### src/rtl/reorder_buffer_pkg.sv
// reorder_buffer_pkg
// Shared types and constants for the reorder buffer slice: tag/data/register
// types, the invalid tag, entry-type encodings and tag <-> index helpers.
// Tags are 1-based: entry index i carries tag i+1, tag 0 means "no producer".
package reorder_buffer_pkg;

  localparam int ROB_SIZE  = 16;
  localparam int ROB_ID_W  = 5;
  localparam int ROB_IDX_W = 4;

  typedef logic [ROB_ID_W-1:0]  rob_id_t;
  typedef logic [ROB_IDX_W-1:0] rob_idx_t;
  typedef logic [31:0]          data_t;
  typedef logic [4:0]           reg_pos_t;

  localparam rob_id_t  INVALID_ROB = '0;
  localparam reg_pos_t ZERO_REG    = '0;

  typedef enum logic [1:0] {
    ROB_TYPE_REG    = 2'd0,
    ROB_TYPE_STORE  = 2'd1,
    ROB_TYPE_BRANCH = 2'd2
  } rob_type_t;

  function automatic rob_idx_t tag_to_idx(rob_id_t id);
    rob_id_t t;
    t = id - rob_id_t'(1);
    return t[ROB_IDX_W-1:0];
  endfunction

  // Tags above ROB_SIZE would alias onto low entries after truncation.
  function automatic logic tag_in_range(rob_id_t id);
    return (id != INVALID_ROB) && (id <= rob_id_t'(ROB_SIZE));
  endfunction

  function automatic rob_id_t idx_to_tag(rob_idx_t idx);
    return rob_id_t'({1'b0, idx}) + rob_id_t'(1);
  endfunction

endpackage

### src/rtl/reorder_buffer_rob_entry_store.sv
// rob_entry_store
// Entry arrays of the reorder buffer. One write port for allocation, one for
// CDB writeback, a retire port that frees the head, and a flush that frees all.
// Reads: asynchronous head read plus two operand probes with CDB bypass.
// Ports: clk, rst; flush; alloc_* write; cdb_* write; retire_we/head_idx;
//        head_* read; q1_id/q2_id probes -> q*_ready/q*_value.
module rob_entry_store
  import reorder_buffer_pkg::*;
(
  input  logic      clk,
  input  logic      rst,
  input  logic      flush,
  input  logic      alloc_we,
  input  rob_idx_t  alloc_idx,
  input  rob_type_t alloc_type,
  input  reg_pos_t  alloc_rd,
  input  data_t     alloc_pc,
  input  logic      alloc_pred_taken,
  input  logic      cdb_valid,
  input  rob_id_t   cdb_rob_id,
  input  data_t     cdb_value,
  input  logic      cdb_taken,
  input  data_t     cdb_target,
  input  logic      retire_we,
  input  rob_idx_t  head_idx,
  output logic      head_ready,
  output rob_type_t head_type,
  output reg_pos_t  head_rd,
  output data_t     head_value,
  output data_t     head_pc,
  output logic      head_pred_taken,
  output logic      head_taken,
  output data_t     head_target,
  input  rob_id_t   q1_id,
  input  rob_id_t   q2_id,
  output logic      q1_ready,
  output data_t     q1_value,
  output logic      q2_ready,
  output data_t     q2_value
);

  logic [ROB_SIZE-1:0] busy;
  logic [ROB_SIZE-1:0] ready;
  rob_type_t           type_q   [ROB_SIZE];
  reg_pos_t            rd_q     [ROB_SIZE];
  data_t               pc_q     [ROB_SIZE];
  logic                pred_q   [ROB_SIZE];
  data_t               value_q  [ROB_SIZE];
  logic                taken_q  [ROB_SIZE];
  data_t               target_q [ROB_SIZE];

  rob_idx_t cdb_idx;
  logic     cdb_hit;

  assign cdb_idx = tag_to_idx(cdb_rob_id);
  assign cdb_hit = cdb_valid && tag_in_range(cdb_rob_id) && busy[cdb_idx];

  // Retire is applied after the CDB write so a repeated broadcast of the
  // retiring tag cannot leave a stale ready bit behind.
  always_ff @(posedge clk) begin
    if (rst || flush) begin
      busy  <= '0;
      ready <= '0;
    end else begin
      if (cdb_hit) ready[cdb_idx] <= 1'b1;
      if (retire_we) begin
        busy[head_idx]  <= 1'b0;
        ready[head_idx] <= 1'b0;
      end
      if (alloc_we) begin
        busy[alloc_idx]  <= 1'b1;
        ready[alloc_idx] <= 1'b0;
      end
    end
  end

  always_ff @(posedge clk) begin
    if (alloc_we) begin
      type_q[alloc_idx] <= alloc_type;
      rd_q[alloc_idx]   <= alloc_rd;
      pc_q[alloc_idx]   <= alloc_pc;
      pred_q[alloc_idx] <= alloc_pred_taken;
    end
    if (cdb_hit) begin
      value_q[cdb_idx]  <= cdb_value;
      taken_q[cdb_idx]  <= cdb_taken;
      target_q[cdb_idx] <= cdb_target;
    end
  end

  assign head_ready      = ready[head_idx];
  assign head_type       = type_q[head_idx];
  assign head_rd         = rd_q[head_idx];
  assign head_value      = value_q[head_idx];
  assign head_pc         = pc_q[head_idx];
  assign head_pred_taken = pred_q[head_idx];
  assign head_taken      = taken_q[head_idx];
  assign head_target     = target_q[head_idx];

  always_comb begin
    q1_ready = 1'b0;
    q1_value = '0;
    if (q1_id != INVALID_ROB) begin
      if (cdb_valid && cdb_rob_id == q1_id) begin
        q1_ready = 1'b1;
        q1_value = cdb_value;
      end else if (tag_in_range(q1_id) && ready[tag_to_idx(q1_id)]) begin
        q1_ready = 1'b1;
        q1_value = value_q[tag_to_idx(q1_id)];
      end
    end
  end

  always_comb begin
    q2_ready = 1'b0;
    q2_value = '0;
    if (q2_id != INVALID_ROB) begin
      if (cdb_valid && cdb_rob_id == q2_id) begin
        q2_ready = 1'b1;
        q2_value = cdb_value;
      end else if (tag_in_range(q2_id) && ready[tag_to_idx(q2_id)]) begin
        q2_ready = 1'b1;
        q2_value = value_q[tag_to_idx(q2_id)];
      end
    end
  end

endmodule

### src/rtl/reorder_buffer.sv
// reorder_buffer
// Circular in-order reorder buffer. Allocates tags at dispatch, captures CDB
// results, retires one entry per cycle in program order and flushes on a
// branch mispredict detected at commit.
// Ports: clk, rst (sync, active-high); alloc_* dispatch + alloc_rob_id/full;
//        q1/q2 operand probes; cdb_* writeback; commit_* and store_commit_sign
//        to the register file / LSB; rollback_sign/rollback_pc redirect.
// Option: define ROB_MISPREDICT_CNT_EN to add the saturating mispredict_count
//         output; without it the port and counter are absent.
module reorder_buffer
  import reorder_buffer_pkg::*;
(
  input  logic        clk,
  input  logic        rst,
  input  logic        alloc_valid,
  input  logic [1:0]  alloc_type,
  input  logic [4:0]  alloc_rd,
  input  logic [31:0] alloc_pc,
  input  logic        alloc_pred_taken,
  output logic [4:0]  alloc_rob_id,
  output logic        full,
  input  logic [4:0]  q1_id,
  input  logic [4:0]  q2_id,
  output logic        q1_ready,
  output logic        q2_ready,
  output logic [31:0] q1_value,
  output logic [31:0] q2_value,
  input  logic        cdb_valid,
  input  logic [4:0]  cdb_rob_id,
  input  logic [31:0] cdb_value,
  input  logic        cdb_taken,
  input  logic [31:0] cdb_target,
  output logic        commit_sign,
  output logic [4:0]  commit_rd,
  output logic [31:0] commit_value,
  output logic [4:0]  commit_rob_id,
  output logic        store_commit_sign,
  output logic        rollback_sign,
`ifdef ROB_MISPREDICT_CNT_EN
  output logic [31:0] mispredict_count,
`endif
  output logic [31:0] rollback_pc
);

  rob_idx_t  head, tail;
  logic [ROB_IDX_W:0] count;

  logic      head_ready, head_pred_taken, head_taken;
  rob_type_t head_type;
  reg_pos_t  head_rd;
  data_t     head_value, head_pc, head_target;

  logic commit_fire, mispredict, retire, alloc_fire;

  assign full         = (count == (ROB_IDX_W+1)'(ROB_SIZE));
  assign alloc_rob_id = idx_to_tag(tail);

  assign commit_fire = (count != '0) && head_ready;
  assign mispredict  = commit_fire && (head_type == ROB_TYPE_BRANCH) &&
                       (head_taken != head_pred_taken);
  assign retire      = commit_fire && !mispredict;
  assign alloc_fire  = alloc_valid && !full && !mispredict;

  rob_entry_store u_store (
    .clk             (clk),
    .rst             (rst),
    .flush           (mispredict),
    .alloc_we        (alloc_fire),
    .alloc_idx       (tail),
    .alloc_type      (rob_type_t'(alloc_type)),
    .alloc_rd        (alloc_rd),
    .alloc_pc        (alloc_pc),
    .alloc_pred_taken(alloc_pred_taken),
    .cdb_valid       (cdb_valid),
    .cdb_rob_id      (cdb_rob_id),
    .cdb_value       (cdb_value),
    .cdb_taken       (cdb_taken),
    .cdb_target      (cdb_target),
    .retire_we       (retire),
    .head_idx        (head),
    .head_ready      (head_ready),
    .head_type       (head_type),
    .head_rd         (head_rd),
    .head_value      (head_value),
    .head_pc         (head_pc),
    .head_pred_taken (head_pred_taken),
    .head_taken      (head_taken),
    .head_target     (head_target),
    .q1_id           (q1_id),
    .q2_id           (q2_id),
    .q1_ready        (q1_ready),
    .q1_value        (q1_value),
    .q2_ready        (q2_ready),
    .q2_value        (q2_value)
  );

  always_ff @(posedge clk) begin
    if (rst) begin
      head              <= '0;
      tail              <= '0;
      count             <= '0;
      commit_sign       <= 1'b0;
      commit_rd         <= '0;
      commit_value      <= '0;
      commit_rob_id     <= INVALID_ROB;
      store_commit_sign <= 1'b0;
      rollback_sign     <= 1'b0;
      rollback_pc       <= '0;
    end else begin
      commit_sign       <= 1'b0;
      store_commit_sign <= 1'b0;
      rollback_sign     <= 1'b0;
      if (mispredict) begin
        // The mispredicting branch and everything younger are discarded.
        head          <= '0;
        tail          <= '0;
        count         <= '0;
        rollback_sign <= 1'b1;
        rollback_pc   <= head_taken ? head_target : head_pc + 32'd4;
      end else begin
        if (alloc_fire) tail <= tail + rob_idx_t'(1);
        if (retire)     head <= head + rob_idx_t'(1);
        if (alloc_fire && !retire)      count <= count + 1'b1;
        else if (!alloc_fire && retire) count <= count - 1'b1;
        if (retire) begin
          commit_rd     <= head_rd;
          commit_value  <= head_value;
          commit_rob_id <= idx_to_tag(head);
          case (head_type)
            ROB_TYPE_STORE:  store_commit_sign <= 1'b1;
            ROB_TYPE_BRANCH: commit_sign       <= (head_rd != ZERO_REG);
            default:         commit_sign       <= 1'b1;
          endcase
        end
      end
    end
  end

`ifdef ROB_MISPREDICT_CNT_EN
  always_ff @(posedge clk) begin
    if (rst) begin
      mispredict_count <= '0;
    end else if (mispredict && (mispredict_count != 32'hFFFF_FFFF)) begin
      mispredict_count <= mispredict_count + 32'd1;
    end
  end
`endif

endmodule

### config.mk
export PLATFORM = sky130hd
export DESIGN_NAME = reorder_buffer
export DESIGN_NICKNAME = d
export VERILOG_FILES = /design/src/rtl/reorder_buffer_pkg.sv /design/src/rtl/reorder_buffer_rob_entry_store.sv /design/src/rtl/reorder_buffer.sv
export SDC_FILE = /design/constraint.sdc
export NUM_CORES = 2
export LEC_CHECK = 0
export CORE_MARGIN = 10
export CORE_UTILIZATION = 50
export DETAILED_ROUTE_END_ITERATION = 8
export MAX_ROUTING_LAYER = met4
export PLACE_DENSITY = 0.67
export SLEW_MARGIN = 20
export SYNTH_ARGS = -nofsm -noshare
export SYNTH_HDL_FRONTEND = slang
export SYNTH_SLANG_ARGS = --single-unit
### constraint.sdc
create_clock -name clk -period 24.6 [get_ports clk]
set_input_delay 6.15 -clock clk [delete_from_list [all_inputs] [get_ports clk]]
set_output_delay 6.15 -clock clk [all_outputs]
set_load 0.05 [all_outputs]
==> impl_metrics.tcl <==
set metrics [dict create \
    status "complete, no violations" \
    start_util_pct 50.3 \
    clock_sinks 1806 \
    startpoint_type "input pin" \
    maxCapViolCount 0 \
    drive_gt1_share_pct 28.9 \
    worst-setup-path-type "input pin to output pin" \
    syn_area_um2 78600 \
    crit_start "q2_id[0]" \
    cts_hold_buffers 0 \
    area_growth_pct 13.9 \
    grt_use_total_pct 24.9 \
    cts.reportedPaths.clkPinSlew_ns 0.06 \
    finalClockSkew_ns 0.0485 \
    final_nets 4209 \
    design_area_um2 89500 \
    ant_nets 0 \
    port_buffers 272 \
    fin_crit_ns 16.84 \
    dieWidth_um 416 \
    synth_top_cell_by_area "edfxtp_1" \
    clock-root-buffer "clkbuf_16" \
    synth-compound-area-share_pct 1.92 \
    dr.pass1.iters 6 \
    synth-seq-cells 1806 \
    synth.distinct_cells 82 \
    synth.area.top_cells "edfxtp_1 (64%), mux4_2 (23%), dfxtp_1 (3.2%), mux2i_1 (1.4%), mux4_1 (1.2%)" \
    synth_fa_ha_area_share_pct 0.350 \
    clk_latency_ns 0.82 \
    synth_common_cells "edfxtp_1 (1,680), mux4_2 (787), nand2_1 (151)" \
    synth.most_common_cell "edfxtp_1" \
    multiInputGateArea_um2 24400 \
    grt_pass1_wl_mm 306 \
    slew_headroom_pct 21.8 \
    holdCritPathClass "flop to flop" \
    hold_violations 0 \
    yosys.area_share.xor_xnor_pct 0.635 \
    dr_total_vias 41800 \
    worst-r2r-setup-slack_ns 18.27 \
    syn_inst 3768 \
    async_flop_share_pct 0 \
    rows 145 \
    io_pins 273 \
    crit_path_max_fanout 59 \
    totalWireLength_mm 213 \
    grt_pass1_vias 41700 \
    power.density_nw_per_um2 72.7 \
    ir_drop_v 0.0000673 \
    antenna_found_initial 20 \
    clock.fmax_mhz 59.4 \
    seq_area_um2 53000 \
    viasPerCell 6.65 \
    setup_viol 0 \
    grt_setup_unrepaired "false" \
    syn_nets 3914 \
    place_congestion 0.834 \
    tightest_slew_ns 1.17 \
    dpl_cell_area_um2 83600 \
    slew_violations 0 \
    htreeDepth 4 \
    cts_resized 0 \
    timing.rr.end "rollback_pc[20]" \
    cp_data_arrival_time_ns 10.69 \
    synthMuxAreaShare_pct 25.2 \
    synth_top_family_by_area "multiplexers" \
    cts_tree "done" \
    avgSynthCellArea_um2 20.9 \
    cts_setup_buffers 0 \
    yosysWarnings 0 \
    core-area_um2 156000 \
    yosysSeqAreaShare_pct 67.4 \
    drc_errors 0 \
    dieArea_um2 173000 \
    grt-ovfl-total 0 \
    fillCellCount 11400 \
    grt_max_degree 129 \
    fin_crit_sh_pct 68.4 \
    die_h_um 416 \
    synth_edf_count 1680 \
    wire_per_inst_um 33.8 \
    critPathRequiredTime_ns 18.45 \
    leakage_nw 27.2 \
    numCtsBuffers 183 \
    synthFlopType "edfxtp_1" \
    synth_top_cell_area_share_pct 64.2 \
    end_kind "output pin" \
    crit_path_end "q2_value[12]" \
    r2r_cells 11 \
    tns_ns 0 \
    first_iter_violations 4949 \
    synth-simple-area-share_pct 2.70 \
    dp_hpwl_mm 118 \
    clk_path_buf_depth 3 \
]
==> sequential cells by signal, indices dropped and copies added (netlist names), 4 cells and up, named ones only <==
name,flops
commit_rd,5
commit_rob_id,5
commit_value,32
count,5
head,4
rollback_pc,32
tail,4
u_store.busy,16
u_store.pc_q,512
u_store.pred_q,16
u_store.rd_q,80
u_store.ready,16
u_store.taken_q,16
u_store.target_q,512
u_store.type_q,32
u_store.value_q,512
==> cells in the final DEF (no fill, tap or decap), types with 13 or more instances in the layout <==
cell                n
a21oi_1            69
a221oi_1           13
a22o_1             13
a22oi_1            16
a31oi_1            16
and3_1             24
buf_4              93
bufinv_16          14
clkbuf_1           47
clkbuf_16         183
clkdlybuf4s50_1   269
clkinv_1           36
clkinv_2           23
dfxtp_1           119
edfxtp_1         1680
ha_1               20
inv_1              21
mux2i_1           109
mux4_1             37
mux4_2            787
nand2_1           150
nand3_1            26
nor2_1            115
nor2_4             13
nor2b_1            14
nor3_1             24
o21ai_0            33
xnor2_1            30
xor2_1             23
==> cell type report <==
| type | count | share of cell area [%] |
|---|---|---|
| Sequential cell | 1806 | 59.2 |
| Multi-Input combinational cell | 1678 | 27.3 |
| Clock buffer | 240 | 5.47 |
| Timing Repair Buffer | 368 | 3.89 |
| Tap cell | 2058 | 2.88 |
| Clock inverter | 95 | 1.15 |
| Inverter | 26 | 0.112 |
| Antenna cell | 11 | 0.0307 |
==> metrics by stage <==
step                power, W  instances  setup WS, ns  util [%]  hold slack (ns)
floorplan            0.00367       3768          8.33         -            0.433
global placement     0.00383       5935          7.69      53.5            0.443
detailed placement   0.00383       5935          7.68      53.5            0.448
CTS                  0.00655       6270          7.69      57.3            0.456
global route         0.00670       6277          7.45      57.3            0.477
finish               0.00651       6282          7.76      57.3            0.452
==> worst min path at each step <==
stage | startpoint | to | slack (ns) | depth (start not counted)
4_1_cts | commit_value[21] | commit_value[21] | 0.46 | 2
3_3_place_gp | commit_value[1] | commit_value[1] | 0.44 | 2
5_1_grt | commit_value[26] | commit_value[26] | 0.48 | 2
3_5_place_dp | commit_value[21] | commit_value[21] | 0.45 | 2
2_1_floorplan | u_store.busy[1] | u_store.busy[1] | 0.43 | 2
6_report | commit_value[21] | commit_value[21] | 0.45 | 2
==> metal layers <==
metal  up-vias  track usage (%)  share of wire [%]
met3       383             4.58                8.4
met4         0             7.41                2.7
met5         -                -                  0
li1      16700                -                  -
met1     22500             33.2                 39
met2      2226             39.6                 50
==> worst max-delay path, stage by stage <==
cell and delay, ns:
buf_8 0.49, inv_1 0.21, ha_4 0.73, buf_4 0.85, mux4_2 0.41, mux4_2 0.47, mux2i_1 0.42, nor2_1 0.08
clkdlybuf4s50_1 0.76
==> where the power goes <==
group | switching (W) | leakage, nW | internal, W
logic | 0.000232 | 8.15 | 0.000152
registers | 0.00000667 | 16.1 | 0.00338
clock network | 0.00118 | 2.86 | 0.00156
==> cells by family (layout without fill, tap and decap cells) <==
group | Yosys count | after routing
xor+xnor | 57 | 57
other cells | 0 | 11
fa+ha+maj | 22 | 22
compound gates | 223 | 223
flops | 1806 | 1806
mux | 935 | 935
buf+inv | 284 | 729
simple gates | 441 | 441
(Power assumes the default switching activity.)
